`src/rtl/pll_reconfig_pkg.sv`:
```
// Shared types and constants for the GPLL run-time reconfiguration sequencer.
package pll_reconfig_pkg;

  typedef enum logic [2:0] {
    ST_IDLE,
    ST_CHECK,
    ST_PRE_RST,
    ST_WR_SETUP,
    ST_WR_ACCESS,
    ST_WAIT_LOCK
  } state_t;

  localparam logic [1:0] ERR_NONE  = 2'd0;
  localparam logic [1:0] ERR_READY = 2'd1;
  localparam logic [1:0] ERR_LOCK  = 2'd2;
  localparam logic [1:0] ERR_CFG   = 2'd3;

  localparam logic [6:0] IDIV_MIN = 7'd1;
  localparam logic [6:0] IDIV_MAX = 7'd80;
  localparam logic [6:0] MDIV_MIN = 7'd1;
  localparam logic [6:0] ODIV_MIN = 7'd1;
  localparam logic [7:0] DUTY_MIN = 8'd2;

  localparam logic [4:0] DEF_ADDR_IDIV  = 5'd0;
  localparam logic [4:0] DEF_ADDR_MDIV  = 5'd1;
  localparam logic [4:0] DEF_ADDR_ODIV0 = 5'd2;
  localparam logic [4:0] DEF_ADDR_DUTY0 = 5'd3;

  // Upper limits of mdiv/odiv0/duty0 equal their field maxima, so only minima are tested.
  function automatic logic cfg_in_range(input logic [6:0] idiv, input logic [6:0] mdiv,
                                        input logic [6:0] odiv0, input logic [7:0] duty0);
    return (idiv >= IDIV_MIN) && (idiv <= IDIV_MAX) && (mdiv >= MDIV_MIN) &&
           (odiv0 >= ODIV_MIN) && (duty0 >= DUTY_MIN);
  endfunction

endpackage

```
`src/rtl/pll_apb_wr.sv`:
```
// Single-transfer APB write engine: setup phase while start is high, access phase
// until PREADY or until READY_TIMEOUT access cycles have elapsed.
module pll_apb_wr #(
  parameter int unsigned READY_TIMEOUT = 64
) (
  input  logic        clk,
  input  logic        rst_n,
  input  logic        start,
  input  logic [4:0]  addr,
  input  logic [15:0] wdata,
  input  logic        apb_ready,
  output logic        apb_sel,
  output logic        apb_en,
  output logic        apb_write,
  output logic [4:0]  apb_addr,
  output logic [15:0] apb_wdata,
  output logic        done,
  output logic        timeout
);

  localparam int unsigned CW = (READY_TIMEOUT > 1) ? $clog2(READY_TIMEOUT) : 1;
  localparam logic [CW-1:0] CNT_LAST = CW'(READY_TIMEOUT - 1);

  logic          active;
  logic [CW-1:0] cnt;

  assign done    = active && apb_ready;
  assign timeout = active && !apb_ready && (cnt == CNT_LAST);

  always_ff @(posedge clk or negedge rst_n) begin
    if (!rst_n) begin
      active <= 1'b0;
      cnt    <= '0;
    end else if (start) begin
      active <= 1'b1;
      cnt    <= '0;
    end else if (done || timeout) begin
      active <= 1'b0;
      cnt    <= '0;
    end else if (active) begin
      cnt <= cnt + CW'(1);
    end
  end

  // Address and data buses are forced low outside a transfer.
  assign apb_sel   = start || active;
  assign apb_en    = active;
  assign apb_write = apb_sel;
  assign apb_addr  = apb_sel ? addr  : '0;
  assign apb_wdata = apb_sel ? wdata : '0;

endmodule

```
`src/rtl/pll_reconfig_ctrl.sv`:
```
// Reprograms the GPLL dividers/duty over APB: range check, hold PLL reset, four
// register writes, release reset, wait for synchronised lock; watches lock while idle.
module pll_reconfig_ctrl import pll_reconfig_pkg::*; #(
  parameter logic [4:0]  ADDR_IDIV     = DEF_ADDR_IDIV,
  parameter logic [4:0]  ADDR_MDIV     = DEF_ADDR_MDIV,
  parameter logic [4:0]  ADDR_ODIV0    = DEF_ADDR_ODIV0,
  parameter logic [4:0]  ADDR_DUTY0    = DEF_ADDR_DUTY0,
  parameter int unsigned RST_CYCLES    = 8,
  parameter int unsigned READY_TIMEOUT = 64,
  parameter int unsigned LOCK_TIMEOUT  = 4096
) (
  input  logic        apb_clk,
  input  logic        apb_rst_n,
  input  logic        cfg_req,
  input  logic [6:0]  cfg_idiv,
  input  logic [6:0]  cfg_mdiv,
  input  logic [6:0]  cfg_odiv0,
  input  logic [7:0]  cfg_duty0,
  output logic        cfg_busy,
  output logic        cfg_done,
  output logic        cfg_err,
  output logic [1:0]  cfg_err_code,
  output logic        lock_lost,
  input  logic        pll_lock,
  output logic        pll_rst,
  output logic [4:0]  apb_addr,
  output logic        apb_sel,
  output logic        apb_en,
  output logic        apb_write,
  output logic [15:0] apb_wdata,
  input  logic        apb_ready
);

  localparam int unsigned RW = (RST_CYCLES > 1)   ? $clog2(RST_CYCLES)   : 1;
  localparam int unsigned LW = (LOCK_TIMEOUT > 1) ? $clog2(LOCK_TIMEOUT) : 1;
  localparam logic [RW-1:0] RST_LAST  = RW'(RST_CYCLES - 1);
  localparam logic [LW-1:0] LOCK_LAST = LW'(LOCK_TIMEOUT - 1);

  state_t        state, next_state;
  logic [6:0]    idiv_q, mdiv_q, odiv0_q;
  logic [7:0]    duty0_q;
  logic [1:0]    idx;
  logic [RW-1:0] rst_cnt;
  logic [LW-1:0] lock_cnt;
  logic          lock_meta, lock_s, lock_s_d, locked_ok;
  logic          cfg_ok, rst_last, lock_last;
  logic          wr_start, wr_done, wr_timeout;
  logic [4:0]    wr_addr;
  logic [15:0]   wr_data;

  assign cfg_ok    = cfg_in_range(idiv_q, mdiv_q, odiv0_q, duty0_q);
  assign rst_last  = (rst_cnt == RST_LAST);
  assign lock_last = (lock_cnt == LOCK_LAST);
  assign wr_start  = (state == ST_WR_SETUP);
  assign cfg_busy  = (state != ST_IDLE);

  always_comb begin
    wr_addr = ADDR_IDIV;
    wr_data = {9'd0, idiv_q};
    case (idx)
      2'd0: begin wr_addr = ADDR_IDIV;  wr_data = {9'd0, idiv_q};  end
      2'd1: begin wr_addr = ADDR_MDIV;  wr_data = {9'd0, mdiv_q};  end
      2'd2: begin wr_addr = ADDR_ODIV0; wr_data = {9'd0, odiv0_q}; end
      2'd3: begin wr_addr = ADDR_DUTY0; wr_data = {8'd0, duty0_q}; end
      default: ;
    endcase
  end

  pll_apb_wr #(.READY_TIMEOUT(READY_TIMEOUT)) u_wr (
    .clk       (apb_clk),
    .rst_n     (apb_rst_n),
    .start     (wr_start),
    .addr      (wr_addr),
    .wdata     (wr_data),
    .apb_ready (apb_ready),
    .apb_sel   (apb_sel),
    .apb_en    (apb_en),
    .apb_write (apb_write),
    .apb_addr  (apb_addr),
    .apb_wdata (apb_wdata),
    .done      (wr_done),
    .timeout   (wr_timeout)
  );

  always_comb begin
    next_state = state;
    unique case (state)
      ST_IDLE:      if (cfg_req) next_state = ST_CHECK;
      ST_CHECK:     next_state = cfg_ok ? ST_PRE_RST : ST_IDLE;
      ST_PRE_RST:   if (rst_last) next_state = ST_WR_SETUP;
      ST_WR_SETUP:  next_state = ST_WR_ACCESS;
      ST_WR_ACCESS: begin
        if (wr_done)         next_state = (idx == 2'd3) ? ST_WAIT_LOCK : ST_WR_SETUP;
        else if (wr_timeout) next_state = ST_IDLE;
      end
      ST_WAIT_LOCK: if (lock_s || lock_last) next_state = ST_IDLE;
      default:      next_state = ST_IDLE;
    endcase
  end

  // Status pulses are registered on the transition into IDLE, so busy drops with them.
  always_ff @(posedge apb_clk or negedge apb_rst_n) begin
    if (!apb_rst_n) begin
      state        <= ST_IDLE;
      idiv_q       <= '0;
      mdiv_q       <= '0;
      odiv0_q      <= '0;
      duty0_q      <= '0;
      idx          <= '0;
      rst_cnt      <= '0;
      lock_cnt     <= '0;
      lock_meta    <= 1'b0;
      lock_s       <= 1'b0;
      lock_s_d     <= 1'b0;
      locked_ok    <= 1'b0;
      pll_rst      <= 1'b0;
      cfg_done     <= 1'b0;
      cfg_err      <= 1'b0;
      cfg_err_code <= ERR_NONE;
      lock_lost    <= 1'b0;
    end else begin
      state     <= next_state;
      lock_meta <= pll_lock;
      lock_s    <= lock_meta;
      lock_s_d  <= lock_s;
      pll_rst   <= next_state inside {ST_PRE_RST, ST_WR_SETUP, ST_WR_ACCESS};
      cfg_done  <= 1'b0;
      cfg_err   <= 1'b0;
      lock_lost <= 1'b0;
      rst_cnt   <= (state == ST_PRE_RST && !rst_last) ? rst_cnt + RW'(1) : '0;
      lock_cnt  <= (state == ST_WAIT_LOCK && !lock_last) ? lock_cnt + LW'(1) : '0;
      unique case (state)
        ST_IDLE: begin
          if (cfg_req) begin
            idiv_q       <= cfg_idiv;
            mdiv_q       <= cfg_mdiv;
            odiv0_q      <= cfg_odiv0;
            duty0_q      <= cfg_duty0;
            cfg_err_code <= ERR_NONE;
            locked_ok    <= 1'b0;
          end else if (locked_ok && lock_s_d && !lock_s) begin
            lock_lost <= 1'b1;
            locked_ok <= 1'b0;
          end
        end
        ST_CHECK: begin
          idx <= '0;
          if (!cfg_ok) begin
            cfg_err      <= 1'b1;
            cfg_err_code <= ERR_CFG;
          end
        end
        ST_WR_ACCESS: begin
          if (wr_done) begin
            if (idx != 2'd3) idx <= idx + 2'd1;
          end else if (wr_timeout) begin
            cfg_err      <= 1'b1;
            cfg_err_code <= ERR_READY;
          end
        end
        ST_WAIT_LOCK: begin
          if (lock_s) begin
            cfg_done  <= 1'b1;
            locked_ok <= 1'b1;
          end else if (lock_last) begin
            cfg_err      <= 1'b1;
            cfg_err_code <= ERR_LOCK;
            locked_ok    <= 1'b0;
          end
        end
        default: ;
      endcase
    end
  end

endmodule

```
`config.mk`:
```
export PLATFORM = sky130hd
export DESIGN_NAME = pll_reconfig_ctrl
export DESIGN_NICKNAME = d
export VERILOG_FILES = /design/src/rtl/pll_reconfig_pkg.sv /design/src/rtl/pll_apb_wr.sv /design/src/rtl/pll_reconfig_ctrl.sv
export SDC_FILE = /design/constraint.sdc
export NUM_CORES = 1
export LEC_CHECK = 0
export ABC_CLOCK_PERIOD_IN_PS = 1920
export BUFFER_PORTS_ARGS = -buffer_cell sky130_fd_sc_hd__buf_2
export CORE_MARGIN = 1
export CORE_UTILIZATION = 40
export DETAILED_ROUTE_END_ITERATION = 10
export GPL_ROUTABILITY_DRIVEN = 0
export GPL_TIMING_DRIVEN = 0
export PLACE_DENSITY_LB_ADDON = 0.08
export REMOVE_ABC_BUFFERS = 1
export SLEW_MARGIN = 25
export SYNTH_ARGS = -nofsm -noshare
export SYNTH_HDL_FRONTEND = slang
export SYNTH_SLANG_ARGS = --single-unit
```
`constraint.sdc`:
```
create_clock -name apb_clk -period 1.92 [get_ports apb_clk]
set_input_delay 0.192 -clock apb_clk [delete_from_list [all_inputs] [get_ports apb_clk]]
set_output_delay 0.192 -clock apb_clk [all_outputs]
set_load 0.005 [all_outputs]
```
# Yosys cells after proc, flatten, opt, wreduce, memory -nomap -nowiden
# Cells that the tools add are included.
[totals]
ff_bits = 66
word_cells = 129
[op_classes]
n_addsub = 4
order_cmp = 5
eq_ne = 25
mux = 45
n_reduce_logical = 31
[op_table]
columns = ["cell", "count"]
rows = [
  ["$pmux 16 s4", 1],
  ["$ge 7x1->1 const B", 3],
  ["$mux 3", 7],
  ["$pmux 5 s4", 1],
  ["$mux 2", 9],
  ["$mux 6", 3],
  ["$pmux 3 s6", 1],
  ["$mux 1", 16],
  ["$mux 16", 1],
  ["$ne 2x2->1 const B", 7],
  ["$add 12x1->12 const B", 1],
  ["$eq 12x12->1 const B", 1],
  ["$eq 3x2->1 const B", 4],
  ["$eq 3x3->1 const B", 4],
  ["$mux 12", 1],
  ["$logic_and 1x1->1", 11],
  ["$reduce_bool 3->1", 3],
  ["$ge 8x2->1 const B", 1],
  ["$pmux 2 s4", 1],
  ["$le 7x7->1 const B", 1],
  ["$reduce_and 7->1", 1],
  ["$add 6x1->6 const B", 1],
  ["$eq 6x6->1 const B", 1],
  ["$ne 3x3->1 const B", 2],
  ["18 further kinds", 28],
]

# Depth between registers and ports, before layout
# Gate-level depths: netlist (run 1).
[depth]
depth_word = 9
mapped_depth = 7
ltp_nobuf = 6

# By module
# A second synthesis (run 1) with hierarchy kept.
[unflattened]
cells_unflattened = 311
area_unflattened_um2 = 3343.2
[modules_own_cells]
columns = ["module", "n_inst", "cells_each", "area_per_inst_um2", "seq_area_each_um2"]
rows = [
  ["pll_reconfig_ctrl", 1, 245, 2776.4, 1476.4],
  ["pll_apb_wr", 1, 66, 566.8, 175.2],
]

# Worst setup path after synthesis (run 1)
# Ideal clock, no wire load.
[synth_path]
kind = "register to register"
start = "reg state[2]"
end = "reg idiv_q[0]"
setup_ns = 0.125
arrival_time_ns = 1.559
required_ns = 1.795
slack_ns = 0.236
stages_incl_launch_ff = 7
n_path_buf = 3
synth_period_minus_slack_ns = 1.684
cell_sequence = "dfrtp_1 buf_2 nor3_1 and2_1 buf_4 buf_6 mux2_2"
[synth_between]
elab_chain_cells = 2
[synth_rtl]
columns = ["item", "line_no", "source"]
rows = [
  ["start, declared", "pll_reconfig_ctrl.sv:39", "state_t state, next_state;"],
  ["start signal, assigned", "pll_reconfig_ctrl.sv:122", "state <= next_state;"],
  ["$logic_not 3->1", "pll_reconfig_ctrl.sv:132", "unique case (state)"],
  ["$reduce_and 2->1 (no line)", "--", ""],
  ["end signal, assigned", "pll_reconfig_ctrl.sv:135", "idiv_q <= cfg_idiv;"],
  ["end, declared", "pll_reconfig_ctrl.sv:40", "logic [6:0] idiv_q, mdiv_q, odiv0_q;"],
]
# Every way passes these cells.
# A chain may end at the register's enable or synchronous reset.

# Final worst setup path (run 1)
[layout_path]
start = "reg idx[1]"
end = "out apb_wdata[5]"
[layout_between]
elab_chain_cells = 3
elab_cells_between_ends = 6
classes_between = "3 x eq/ne; 2 x mux; 1 x reduce/logical"
[layout_rtl]
columns = ["item", "line_no", "source"]
rows = [
  ["start, declared", "pll_reconfig_ctrl.sv:42", "logic [1:0] idx;"],
  ["start signal, assigned", "pll_reconfig_ctrl.sv:155", "if (idx != 2'd3) idx <= idx + 2'd1;"],
  ["$eq 2x2->1 (tied with other cells)", "pll_reconfig_ctrl.sv:60", "case (idx)"],
  ["$pmux 16 s4 (*)", "pll_reconfig_ctrl.sv:60", ""],
  ["$mux 16 (*)", "pll_apb_wr.sv:50", "assign apb_wdata = apb_sel ? wdata : '0;"],
  ["end, declared", "pll_reconfig_ctrl.sv:30", "output logic [15:0] apb_wdata,"],
]
# Every way passes the cells marked *; elsewhere a longest branch is shown, timed or not. The select of a mux whose other input is x is not followed.

==> results.py, run 1 <==
metrics = {
    "cts": {
        "clk_latency_ns": 0.35,
        "cts.clk_slew.worst_paths_ns": 0.08,
        "clkSinkCount": 66,
        "clock_path_buffers": 2,
        "cts_tree": "built",
        "numCtsBuffers": 9,
        "htreeDepth": 3,
        "clock-root-buffer": "clkbuf_8",
    },
    "finish": {
        "layout_commonest_cell": "dfrtp_1",
        "mostFrequentLayoutCells": "dfrtp_1, buf_2, nor2_1",
        "stdcell_area_sq_mm": 0.00408,
        "layout-drive-gt1-share_pct": 37.9,
        "n_fill_cell": 729,
        "areaGrowthSynthToFinish_pct": 24.7,
        "multiInputGateArea_sq_mm": 0.00155,
        "antenna_cells": 0,
        "register_area_sq_mm": 0.00166,
        "nNetsFinal": 404,
    },
    "synth": {
        "yosysWarnings": 0,
        "netlist_top_cells_area": "dfrtp_1, mux2_2, nor2_1",
        "synth_cells": 295,
        "syn_area_sq_mm": 0.00327,
        "synth_top_area_cell": "dfrtp_1",
        "synth_flop_cell": "dfrtp_1",
        "synth-async-reset-ratio_pct": 100,
        "yosysSeqAreaShare_pct": 50.5,
        "yosysUniqueCellTypes": 46,
        "ys_ff_latch": 66,
        "yosysTopAreaCellShare_pct": 50.5,
        "synth.avg_cell_area_sq_um": 11.1,
        "synth_edf_count": 0,
    },
    "die": {
        "die_h_microns": 92.4,
        "die-area_sq_mm": 0.00854,
        "io-pin-count": 65,
        "die_width_microns": 92.4,
        "start_util_pct": 41.9,
        "coreArea_sq_mm": 0.00781,
        "fp-row-count": 32,
    },
    "global_routing": {
        "first_global_vias": 2296,
        "overflow": 0,
        "grt_usage_pct": 17.4,
        "grt_antenna_before_repair": 0,
        "grt_first_pass_wirelength_microns": 11400,
        "grt_max_degree": 39,
    },
    "pwr": {
        "p_per_area_mw_per_mm2": 1390,
        "power_frac_comb_pct": 32.1,
        "total_power_mw": 5.66,
        "p_leak_nw": 1.83,
        "power.internal_mw": 3.86,
        "peakVddDrop_mv": 0.577,
        "swShare_pct": 31.8,
        "sequentialPowerShare_pct": 39.5,
        "p_switching_mw": 1.80,
        "clkPwrFrac_pct": 28.4,
    },
    "placement": {
        "dp_worst_setup_slack_ns": -0.433,
        "placed_cell_area_sq_mm": 0.00356,
        "io_buffers": 53,
        "dpl.hpwl_microns": 4750,
    },
    "timing": {
        "drv_slew": 0,
        "finalCritPeriodShare_pct": 102,
        "hold_violations": 0,
        "hold_slack_ns": 0.0697,
        "period_minus_slack_ns": 1.96,
        "setup_viol": 5,
        "rsz0062_at_grt": "true",
        "fmax_mhz": 510,
        "setup_slack_ns": -0.0419,
        "finClkSkew_ns": 0.00824,
    },
    "route": {
        "drt_iter0_drc": 112,
        "num_vias": 2390,
        "ant_nets": 0,
        "drc": 0,
        "routedWlPerCell_microns": 15.0,
        "dr.pass1.iters": 7,
        "routed_wl_microns": 7040,
        "routed_via_density": 5.10,
    },
    "setup_path": {
        "worstReg2RegEnd": "mdiv_q[1]",
        "required_ns": 1.73,
        "worstReg2RegStart": "state[2]",
        "critPathCapture": "apb_wdata[5]",
        "reg2reg_slack_ns": 0.10,
        "startpoint_type": "flop",
        "reg2regPathDepth": 4,
        "path_max_fanout": 9,
        "arrival_ns": 1.77,
        "cp-end-kind": "output pin",
        "crit_start": "idx[1]",
        "critPathKind": "reg -> out",
    },
    "run": {
        "drv_cap": 0,
    },
    "outcome": {
        "violations": "negative setup slack",
        "outcome": "finished with violations",
    },
    "worst_hold_path": {
        "worstHoldStart": "cfg_duty0[7]",
        "hold_path_class": "in -> reg",
    },
}
-- stage by stage --
| step | util [%] | cells | TNS (ns) |
|---|---|---|---|
| after CTS | 50.5 | 461 | -0.205 |
| final | 52.2 | 469 | -0.105 |
| after global placement | 45.3 | 436 | -22.82 |
| after floorplan | - | 281 | -3.75 |
| after global routing | 52.2 | 469 | -1.10 |
| after detailed placement | 45.6 | 437 | -9.06 |
-- power by group through the flow --
stage / Sequential (mW) / Clock [mW] / Combinational, mW
finish: 2.23 / 1.61 / 1.82
global route: 2.30 / 1.69 / 2.04
CTS: 2.27 / 1.64 / 1.62
detailed placement: 2.28 / 0 / 1.52
global placement: 2.27 / 0 / 1.51
floorplan: 2.14 / 0 / 1.12
-- logic make-up after synthesis --
logic type	Yosys count	synth area share (%)
simple gates	101	16.7
buf+inv	33	5.93
other cells	1	0.115
xor+xnor	11	2.95
compound gates	44	10.1
fa+ha+maj	8	3.06
mux	31	10.6
flops	66	50.5
-- critical path, stage by stage (launching register included) --
cell and delay [ns]:
dfrtp_2 0.46, ha_4 0.21, a222oi_1 0.35, nor2_1 0.08, a21oi_1 0.12, nor2_1 0.07
buf_2 0.12
-- worst min path at each step --
stage                        endpoint  depth (start not counted)
after global routing        idiv_q[2]                          2
after floorplan              cfg_done                          0
final                      duty0_q[7]                          2
after detailed placement  lock_cnt[9]                          1
after CTS                  duty0_q[7]                          2
after global placement      lock_meta                          1
-- repair_timing --
item,4_1_cts,5_1_grt
hold buffers,2,0
setup endpoints to repair,48,45
setup buffers,6,7
pin swaps,6,10
cloned,0,1
gates resized for setup,15,10
hold endpoints to repair,29,0
-- per-layer routing --
| layer | part of all wire (%) | vias up | track usage [%] |
|---|---|---|---|
| met5 | 0 | - | 0 |
| met4 | 1.6 | 0 | 7.03 |
| met3 | 4.1 | 10 | 3.78 |
| met2 | 46 | 69 | 26.2 |
| met1 | 48 | 1143 | 24.3 |
| li1 | - | 1168 | - |
-- cell type report --
cell class              instances  area share, %
clock inverters                 6           3.35
repair buffers                 69           10.6
multi-input cells             207           38.1
clock buffers                  10           3.38
inverters                       9          0.829
flip-flops and latches         66           40.7
well taps                     102           3.13
-- synthesized netlist by cell type, types with 3 or more instances --
cell	count
dfrtp_1	66
nor2_1	37
mux2_2	30
buf_4	13
o21ai_0	12
nand2_1	11
nand3_1	10
inv_1	9
ha_1	8
a21oi_1	7
a222oi_1	7
xor2_1	7
and2_1	5
and3_1	5
buf_2	5
nor3_1	5
clkbuf_1	4
nor2b_1	4
nor4_1	4
xnor2_1	4
a22o_1	3
nand2b_1	3
o31ai_1	3
or4_1	3
-- state kept, by name, indices dropped and copies added (netlist names), 3 cells and up --
| signal | count |
|---|---|
| state | 3 |
| odiv0_q | 7 |
| idiv_q | 7 |
| rst_cnt | 3 |
| lock_cnt | 12 |
| mdiv_q | 7 |
| duty0_q | 8 |
| u_wr.cnt | 6 |
No activity file was read; power rests on OpenSTA's default activity.
==> run 2, diff against run 1 <==
Settings changed: CORE_ASPECT_RATIO from default to 2.
==> run 2 against run 1 <==
Setup slack worse by 0.0098 ns. Cell count fell by 1.7%. Clock power rose by 9%. Register-to-register slack barely moved. Combinational power fell by 4%. Critical path type unchanged. The run still ends with negative setup slack left. Critical path depth unchanged. Highest routed layer unchanged. Sequential power up 2%. Largest cell class unchanged.
==> results.py, run 2 (synthesis gave the netlist of run 1 again) <==
metrics = {
    "outcome": {
        "outcome": "finished with violations",
        "violations": "negative setup slack",
    },
    "finish": {
        "layout-drive-gt1-share_pct": 37.3,
        "areaGrowthSynthToFinish_pct": 24.8,
        "instances_no_fill": 461,
        "n_fill_cell": 749,
        "mostFrequentLayoutCells": "dfrtp_1, buf_2, nor2_1",
        "top_regs": "lock_cnt: 12 flops, duty0_q: 8 flops",
        "layout_commonest_cell": "dfrtp_1",
        "nNetsFinal": 402,
        "final_util_pct": 51.4,
        "largest_reg_flops": 12,
        "antenna_cells": 0,
        "regMostFlops": "lock_cnt",
    },
    "timing": {
        "rsz0062_at_grt": "true",
        "setup_slack_ns": -0.0517,
        "hold_violations": 0,
        "drv_slew": 0,
        "finalCritPeriodShare_pct": 103,
        "setup_viol": 5,
        "finClkSkew_ns": 0.00510,
        "fmax_mhz": 507,
        "period_minus_slack_ns": 1.97,
    },
    "setup_path": {
        "required_ns": 1.73,
        "path_max_fanout": 10,
        "path_cells": "ha_4, a222oi_1, nor2_1, a21oi_1, nor2_1, buf_2",
        "slowest_delay_ns": 0.46,
        "crit_buf_inv": 1,
        "critPathKind": "reg -> out",
        "cp-end-kind": "output pin",
        "cp_top_family": "compound AO/OA/AOI/OAI gates",
        "crit_slowest_cell": "dfrtp_2",
        "startpoint_type": "flop",
        "cp_common_cell": "nor2_1",
        "arrival_ns": 1.78,
    },
    "die": {
        "coreArea_sq_mm": 0.00794,
        "io-pin-count": 65,
        "die_h_microns": 130,
        "die_width_microns": 65.9,
        "start_util_pct": 41.1,
        "fp-row-count": 46,
        "die-area_sq_mm": 0.00856,
    },
    "cts": {
        "htreeDepth": 3,
        "cts.clk_slew.worst_paths_ns": 0.06,
        "clock_path_buffers": 2,
        "clkSinkCount": 66,
        "numCtsBuffers": 9,
        "cts_tree": "built",
        "clock-root-buffer": "clkbuf_16",
        "clk_latency_ns": 0.34,
    },
    "route": {
        "drc": 0,
        "drt_iter0_drc": 192,
        "routed_wl_microns": 7730,
        "routedWlPerCell_microns": 16.8,
        "dr.pass1.iters": 7,
        "ant_nets": 0,
        "num_vias": 2456,
        "routed_via_density": 5.33,
    },
    "pwr": {
        "peakVddDrop_mv": 0.775,
        "p_leak_nw": 1.83,
        "p_per_area_mw_per_mm2": 1410,
    },
    "placement": {
        "dp_cells": 431,
        "io_buffers": 53,
        "dp_worst_setup_slack_ns": -0.251,
        "dpl.hpwl_microns": 5430,
    },
    "worst_hold_path": {
        "hold_path_class": "in -> reg",
    },
    "global_routing": {
        "grt_max_degree": 46,
        "overflow": 0,
        "grt_antenna_before_repair": 0,
        "grt_usage_pct": 19.8,
        "grt_first_pass_wirelength_microns": 12200,
        "first_global_vias": 2470,
    },
    "run": {
        "drv_cap": 0,
    },
}
run 2: changes by cell type in the layout (fill, tap and decap cells not counted), moves of 2 or more:
cell       change
clkbuf_16      +9
bufinv_16      -2
clkinv_2       +2
clkbuf_8      -10
buf_12         -3
run 2: path summary, 6_finish.rpt:
path	slack (ns)	startpoint	depth (start not counted)	end
max	-0.05	idx[0]	6	apb_wdata[2]
min	0.08	cfg_duty0[7]	2	duty0_q[7]
max reg2reg	0.11	odiv0_q[3]	5	pll_rst
min reg2reg	0.36	lock_meta	0	lock_s
max in group asynchronous	1.09	apb_rst_n	3	idx[1]
min in group asynchronous	0.29	apb_rst_n	2	lock_cnt[4]
run 2: per-stage QoR:
| stage | cell area [sq um] | power, mW | setup TNS [ns] | hold slack (ns) |
|---|---|---|---|---|
| 6_report | 4080 | 5.76 | -0.103 | 0.0811 |
| 3_5_place_dp | 3560 | 3.86 | -7.40 | 0.112 |
| 2_1_floorplan | 3150 | 3.26 | -3.75 | -0.104 |
| 4_1_cts | 4020 | 5.74 | -0.0585 | 0.0753 |
| 3_3_place_gp | 3530 | 3.82 | -24.78 | 0.306 |
| 5_1_grt | 4080 | 6.07 | -0.747 | 0.0789 |
run 2: layout make-up:
| type | instances | area [sq um] | area share [%] |
|---|---|---|---|
| clock buffer | 9 | 225 | 5.52 |
| clock inverter | 7 | 93.8 | 2.30 |
| inverter | 9 | 33.8 | 0.828 |
| multi-input combinational | 207 | 1550 | 38.0 |
| sequential | 66 | 1660 | 40.6 |
| tap | 96 | 120 | 2.94 |
| timing repair buffer | 67 | 398 | 9.75 |
run 2: timing repair:
item,CTS,global route
setup buffers,6,5
hold buffers,2,0
cloned,1,0
resized for setup,17,6
endpoints found under the setup margin,45,23
pin swaps,7,4
hold endpoints to repair,22,0
run 2: where the power goes:
group          leakage, nW  internal [mW]  switching, mW  total (mW)
clock                0.151           1.13          0.620        1.75
combinational        0.852          0.911          0.833        1.74
sequential           0.832           1.84          0.429        2.27
run 2: worst reg2reg max path, stage by stage (launching register included):
cell,delay [ns]
dfrtp_1,0.40
or4_1,0.63
nor4_4,0.17
or4_4,0.21
o22ai_4,0.09
a41o_1,0.21
run 2: layer usage:
metal	up-vias	wire, microns	GRT usage [%]
li1	1169	-	-
met1	1209	2760	19.4
met2	63	4470	36.8
met3	15	253	3.85
met4	0	246	11.9
met5	-	0	0
